### src/rtl/jtopl_wrseq_pkg.sv
// Shared types and timing constants for the jtopl write sequencer.
package jtopl_wrseq_pkg;

  localparam int unsigned STATE_W       = 3;
  localparam int unsigned OPL_ADDR_WAIT = 12;
  localparam int unsigned OPL_DATA_WAIT = 84;

  typedef enum logic [STATE_W-1:0] {
    IDLE  = 3'd0,
    AWR   = 3'd1,
    AWAIT = 3'd2,
    DWR   = 3'd3,
    DWAIT = 3'd4
  } state_e;

  // One queued register write: OPL register index plus value.
  typedef struct packed {
    logic [7:0] regi;
    logic [7:0] data;
  } wr_req_t;

endpackage

### src/rtl/jtopl_wrfifo.sv
// Synchronous show-ahead FIFO for pending register writes; runs on every clk edge.
module jtopl_wrfifo #(
  parameter int unsigned DEPTH = 4,
  parameter int unsigned W     = 16
) (
  input  logic                     clk,
  input  logic                     rst,
  input  logic                     push_i,
  input  logic [W-1:0]             wdata_i,
  input  logic                     pop_i,
  output logic [W-1:0]             rdata_o,
  output logic [$clog2(DEPTH):0]   level_o,
  output logic                     full_o,
  output logic                     empty_o
);

  localparam int unsigned AW = $clog2(DEPTH);
  localparam int unsigned LW = AW + 1;

  logic [W-1:0]  mem_q [DEPTH];
  logic [AW-1:0] wr_ptr_q, wr_ptr_d;
  logic [AW-1:0] rd_ptr_q, rd_ptr_d;
  logic [LW-1:0] level_q, level_d;
  logic          do_push, do_pop;

  assign full_o  = (level_q == LW'(DEPTH));
  assign empty_o = (level_q == '0);
  assign do_push = push_i & ~full_o;
  assign do_pop  = pop_i & ~empty_o;
  assign rdata_o = mem_q[rd_ptr_q];
  assign level_o = level_q;

  always_comb begin
    wr_ptr_d = wr_ptr_q;
    rd_ptr_d = rd_ptr_q;
    level_d  = level_q;
    if (do_push) wr_ptr_d = wr_ptr_q + AW'(1);
    if (do_pop)  rd_ptr_d = rd_ptr_q + AW'(1);
    unique case ({do_push, do_pop})
      2'b10:   level_d = level_q + LW'(1);
      2'b01:   level_d = level_q - LW'(1);
      default: level_d = level_q;
    endcase
  end

  always_ff @(posedge clk) begin
    if (rst) begin
      wr_ptr_q <= '0;
      rd_ptr_q <= '0;
      level_q  <= '0;
    end else begin
      wr_ptr_q <= wr_ptr_d;
      rd_ptr_q <= rd_ptr_d;
      level_q  <= level_d;
    end
  end

  // Storage needs no reset; the pointers define what is valid.
  always_ff @(posedge clk) begin
    if (do_push) mem_q[wr_ptr_q] <= wdata_i;
  end

endmodule

### src/rtl/jtopl_wrseq.sv
// Replays queued (register, data) writes onto the jtopl CPU port as
// address/data strobe pairs, inserting the chip's post-write waits in cen ticks.
module jtopl_wrseq
  import jtopl_wrseq_pkg::*;
#(
  parameter int unsigned DEPTH     = 4,
  parameter int unsigned WR_LEN    = 1,
  parameter int unsigned ADDR_WAIT = OPL_ADDR_WAIT,
  parameter int unsigned DATA_WAIT = OPL_DATA_WAIT,
  parameter int unsigned CNTW      = 8
) (
  input  logic                     clk,
  input  logic                     rst,
  input  logic                     cen,
  input  logic                     req_valid,
  input  logic [7:0]               req_reg,
  input  logic [7:0]               req_data,
  output logic                     req_ready,
  output logic [7:0]               opl_din,
  output logic                     opl_addr,
  output logic                     opl_cs_n,
  output logic                     opl_wr_n,
  output logic                     busy,
  output logic [$clog2(DEPTH):0]   level
);

  localparam logic [CNTW-1:0] WR_LOAD   = CNTW'(WR_LEN - 1);
  localparam logic [CNTW-1:0] ADDR_LOAD = (ADDR_WAIT == 0) ? '0 : CNTW'(ADDR_WAIT - 1);
  localparam logic [CNTW-1:0] DATA_LOAD = (DATA_WAIT == 0) ? '0 : CNTW'(DATA_WAIT - 1);

  state_e          state_q, state_d;
  logic [CNTW-1:0] cnt_q, cnt_d;
  wr_req_t         cur_q, cur_d;
  logic [7:0]      din_q, din_d;
  logic            addr_q, addr_d;
  logic            cs_n_q, cs_n_d;
  logic            wr_n_q, wr_n_d;

  wr_req_t         fifo_head;
  wr_req_t         fifo_wdata;
  logic            fifo_pop_c;
  logic            fifo_full, fifo_empty;
  logic            next_write;

  assign req_ready  = ~fifo_full & ~rst;
  assign fifo_wdata = '{regi: req_reg, data: req_data};

  jtopl_wrfifo #(
    .DEPTH (DEPTH),
    .W     ($bits(wr_req_t))
  ) u_fifo (
    .clk     (clk),
    .rst     (rst),
    .push_i  (req_valid & req_ready),
    .wdata_i (fifo_wdata),
    .pop_i   (fifo_pop_c),
    .rdata_o (fifo_head),
    .level_o (level),
    .full_o  (fifo_full),
    .empty_o (fifo_empty)
  );

  // Sequencer: everything advances only on cen ticks; pin values follow the next state.
  always_comb begin
    state_d    = state_q;
    cnt_d      = cnt_q;
    cur_d      = cur_q;
    din_d      = din_q;
    addr_d     = addr_q;
    cs_n_d     = cs_n_q;
    wr_n_d     = wr_n_q;
    fifo_pop_c = 1'b0;
    next_write = 1'b0;

    if (cen) begin
      unique case (state_q)
        IDLE: begin
          if (!fifo_empty) begin
            fifo_pop_c = 1'b1;
            cur_d      = fifo_head;
            cnt_d      = WR_LOAD;
            state_d    = AWR;
          end
        end
        AWR: begin
          if (cnt_q == '0) begin
            if (ADDR_WAIT != 0) begin
              state_d = AWAIT;
              cnt_d   = ADDR_LOAD;
            end else begin
              state_d = DWR;
              cnt_d   = WR_LOAD;
            end
          end else begin
            cnt_d = cnt_q - CNTW'(1);
          end
        end
        AWAIT: begin
          if (cnt_q == '0) begin
            state_d = DWR;
            cnt_d   = WR_LOAD;
          end else begin
            cnt_d = cnt_q - CNTW'(1);
          end
        end
        DWR: begin
          if (cnt_q == '0) begin
            if (DATA_WAIT != 0) begin
              state_d = DWAIT;
              cnt_d   = DATA_LOAD;
            end else begin
              next_write = 1'b1;
            end
          end else begin
            cnt_d = cnt_q - CNTW'(1);
          end
        end
        DWAIT: begin
          if (cnt_q == '0) next_write = 1'b1;
          else             cnt_d = cnt_q - CNTW'(1);
        end
        default: begin
          state_d = IDLE;
          cnt_d   = '0;
        end
      endcase

      // Chain straight into the next queued write without an idle tick.
      if (next_write) begin
        if (!fifo_empty) begin
          fifo_pop_c = 1'b1;
          cur_d      = fifo_head;
          cnt_d      = WR_LOAD;
          state_d    = AWR;
        end else begin
          cnt_d   = '0;
          state_d = IDLE;
        end
      end

      cs_n_d = 1'b1;
      wr_n_d = 1'b1;
      unique case (state_d)
        AWR: begin
          cs_n_d = 1'b0;
          wr_n_d = 1'b0;
          addr_d = 1'b0;
          din_d  = cur_d.regi;
        end
        DWR: begin
          cs_n_d = 1'b0;
          wr_n_d = 1'b0;
          addr_d = 1'b1;
          din_d  = cur_d.data;
        end
        default: ;
      endcase
    end
  end

  always_ff @(posedge clk) begin
    if (rst) begin
      state_q <= IDLE;
      cnt_q   <= '0;
      cur_q   <= '0;
      din_q   <= '0;
      addr_q  <= 1'b0;
      cs_n_q  <= 1'b1;
      wr_n_q  <= 1'b1;
    end else begin
      state_q <= state_d;
      cnt_q   <= cnt_d;
      cur_q   <= cur_d;
      din_q   <= din_d;
      addr_q  <= addr_d;
      cs_n_q  <= cs_n_d;
      wr_n_q  <= wr_n_d;
    end
  end

  assign opl_din  = din_q;
  assign opl_addr = addr_q;
  assign opl_cs_n = cs_n_q;
  assign opl_wr_n = wr_n_q;
  assign busy     = (state_q != IDLE) | ~fifo_empty;

endmodule

### config.mk
export PLATFORM = sky130hd
export DESIGN_NAME = jtopl_wrseq
export DESIGN_NICKNAME = d
export VERILOG_FILES = /design/src/rtl/jtopl_wrseq_pkg.sv /design/src/rtl/jtopl_wrfifo.sv /design/src/rtl/jtopl_wrseq.sv
export SDC_FILE = /design/constraint.sdc
export NUM_CORES = 1
export LEC_CHECK = 0
export ABC_AREA = 0
export BUFFER_PORTS_ARGS = -buffer_cell sky130_fd_sc_hd__clkbuf_2
export CAP_MARGIN = 25
export CORE_MARGIN = 1
export CORE_UTILIZATION = 57
export DETAILED_ROUTE_END_ITERATION = 12
export PLACE_DENSITY = 0.76
export SYNTH_ARGS = -nofsm -noshare
export SYNTH_HDL_FRONTEND = slang
export SYNTH_SLANG_ARGS = --single-unit
### constraint.sdc
create_clock -name clk -period 3.9 [get_ports clk]
set_input_delay 1.17 -clock clk [delete_from_list [all_inputs] [get_ports clk]]
set_output_delay 1.17 -clock clk [all_outputs]
set_load 0.005 [all_outputs]
==> reports/results.md <==
• cell depth of the worst min-delay path: 2
• crit-path cells: clkbuf_2 > a31oi_1 > clkbuf_2
• antenna violation net count after detailed routing: 0
• Synth top area share: 39.4%
• number of warning messages in the yosys log: 0
• sequential element share of the synthesized area: 58.3%
• boundary pin count: 36
• Critical Path Max Stage Delay: 0.32 ns
• antenna violations before repair: 0
• CTS tree: done
• total routing usage reported by global routing: 21.3%
• worst skew pair latency: 0.36 ns
• leakage power of the design: 1.82 nW
• most frequent cells after synthesis: edfxtp_1, dfxtp_1, nand2_1, a21oi_1
• slowest stage cell on the critical path: a31oi_1
• Layout fillers: 654
• arrival time at the worst endpoint: 1.77 ns
• Final min period: 2.94 ns
• Avg WL per Cell: 16.5 microns
• register bit count reported by yosys: 110
• Final setup violation count: 0
• number of rows in the core area: 33
• maximum vdd ir drop: 0.303 mV
• number of clock sinks: 110
• reg-to-reg critical path startpoint: cnt_q[0]
• family with the most delay on the worst path: compound AO/OA/AOI/OAI gates
• clk slew on worst S/H paths: 0.10 ns
• Final Routed Wirelength: 8830 microns
• max_cap viols: 0
• depth of the CTS H-tree: 3
• synthesized area per cell: 12.2 sq um
• library cell used as clock root buffer: clkbuf_8
• number of buffers created by CTS: 9
• max_slew headroom: 43.4%
• Buf+Inv Stages, Crit Path: 2
• height of the die: 94.5 microns
• number of nets produced by synthesis: 427
• CP Class: input port to primary output
• footprint of the flip-flops and latches: 0.00284 sq mm
• share of final-layout standard cells stronger than drive strength 1: 22.0%
• worst min-delay path category: register to register
• leading post-synthesis cells by cell area: edfxtp_1, dfxtp_1, mux4_2, a21oi_1, nand2_1
• global-route congestion overflow total: 0
• final total negative setup slack: 0 ns
• average vias per placed instance: 5.93
• Chip Width: 94.5 microns
• hold_sp: cur_q[12]
• library cell with the highest instance count after synthesis: edfxtp_1
• overall die area: 0.00893 sq mm
• DRC violation count after routing: 0
• Initial Util: 59.1%
• final count of hold timing violations: 0
• RSZ-0062 raised after global routing: no
• Crit path top cell by count: clkbuf_2
• routability congestion estimate from global placement: 0.857
• number of nets in the final layout: 454
• pin count of the biggest net entering global routing: 48
• required time of the worst setup path: 2.73 ns
• count of vias placed by the detailed router: 3,179
• highest attainable clock frequency: 0.340 GHz
• Netlist cell types: 64
• Max Clock Skew: 0.00966 ns
• post-cts gate resize count: 0
• power density of the placed cells: 646 mW/mm^2
• maximum fanout encountered on the critical timing path: 6
• Async S/R FF share, synth: 0%
• period utilization: 75.3%
• area occupied by multi-input gates: 0.00178 sq mm
• first-pass GRT wire length: 14,300 microns
• Final Total Pwr: 3.40 mW
• sort of element at the end of the critical path: primary output
• Setup crit start: rst
• most common flop cell mapped by yosys: edfxtp_1
• type of element launching the critical path: input port
• logic depth of the worst setup path including buffers: 3
• Max clock buf depth: 2
• starting DRC count in detailed routing: 169
• transition at the pin with the smallest max-transition slack: 0.850 ns
• vias in the first global route: 2,854
• Synth-to-Final Area Change: 7.75%
• synthesized instance count: 399
• number of search-and-repair iterations in the first detailed-routing pass: 5
• area of the placeable core: 0.00826 sq mm
• Port-buffer cells: 35
• Post-CTS Hold Fix Bufs: 0
• number of enable flip-flop cells after synthesis: 64
• logic depth of the worst register-to-register path: 13
• result of the run: finished, final reports clean
• Post-Syn Area: 0.00488 sq mm
• HPWL Detailed: 5990 microns
• max-slew violation count: 0
• number of post-CTS setup repair buffers: 0
• cell taking the most area after synthesis: edfxtp_1
• number of antenna diodes: 0
per-layer routing:
layer | GRT usage (%) | vias to the layer above | wire [microns]
met5 | 0 | - | 0
met4 | 6.82 | 0 | 110
met3 | 4.11 | 9 | 372
met2 | 34.1 | 87 | 4300
met1 | 29.3 | 1542 | 4050
li1 | - | 1541 | -
path summary, 6_finish.rpt:
| check | slack, ns | to |
|---|---|---|
| min | 0.46 | cur_q[12] |
| min reg2reg | 0.46 | cur_q[12] |
| max | 0.96 | req_ready |
| max reg2reg | 0.99 | u_fifo.level_o[2] |
worst reg2reg max path: cells and delay by family (launching register included):
family	cells	cell delay, ns
XOR/XNOR	1	0.15
AND/OR/NAND/NOR	3	0.86
AO/OA/AOI/OAI	2	0.28
buffers and inverters	4	0.44
flip-flops	1	0.36
adder cells (fa/ha/maj)	3	0.75
cells by family (layout without fill, tap and decap cells):
kind of cell / Yosys count / after routing / share of synthesized area (%)
buffers and inverters: 47 / 79 / 5.26
flip-flops: 110 / 110 / 58.3
multiplexers: 17 / 17 / 7.59
XOR/XNOR: 8 / 8 / 1.44
adder cells (fa/ha/maj): 8 / 8 / 2.21
AO/OA/AOI/OAI: 98 / 98 / 13.5
AND/OR/NAND/NOR: 111 / 111 / 11.8
cell usage in the layout (no fill, tap or decap), drive strengths merged, types with 2 or more instances in the layout:
master and count:
nand2 44, a211oi 11, and2 2, a211o 10, o21ai 19, nor4 3
nand2b 4, nor3 9, nand4 2, clkbuf 44, a21oi 33, and3 12
xnor2 4, inv 25, nor2 20, a31oi 2, a21o 3, ha 7
buf 7, mux4 16, or3 2, or4 2, o311ai 8, nand3 3
dfxtp 46, edfxtp 64, xor2 4, nor3b 2, o31ai 2, clkinv 3
state kept, by name, summed over array words and instances, names as in the netlist, named ones only:
signal           cells
u_fifo.mem_q        64
cur_q               16
cnt_q                8
opl_din              8
state_q              3
u_fifo.level_o       3
u_fifo.rd_ptr_q      2
u_fifo.wr_ptr_q      2
opl_addr             1
opl_wr_n             1
area by class of cell:
class | count | share of cell area [%]
Timing Repair Buffer | 42 | 4.33
Sequential cell | 110 | 54.1
Clock inverter | 7 | 1.38
Multi-Input combinational cell | 242 | 33.8
Tap cell | 105 | 2.50
Inverter | 21 | 1.50
Clock buffer | 9 | 2.36
report_power, final:
part           internal [mW]  total (mW)  switching, mW  leakage (nW)
Clock                  0.254       0.661          0.408         0.102
Sequential              1.37        1.51          0.146         0.955
Combinational          0.510        1.22          0.710         0.766
Total                   2.13        3.40           1.26          1.82
stage by stage:
| step | hold slack [ns] | std cells | utilization [%] | setup slack (ns) | instance area [sq um] |
|---|---|---|---|---|---|
| 2_1_floorplan | 0.437 | 399 | - | 0.913 | 4880 |
| 3_3_place_gp | 0.443 | 520 | 61.3 | 0.987 | 5060 |
| 3_5_place_dp | 0.447 | 520 | 61.3 | 0.966 | 5060 |
| 4_1_cts | 0.463 | 536 | 63.7 | 0.968 | 5260 |
| 5_1_grt | 0.488 | 536 | 63.7 | 0.833 | 5260 |
| 6_report | 0.461 | 536 | 63.7 | 0.963 | 5260 |
No activity file was read; power rests on OpenSTA's default activity.
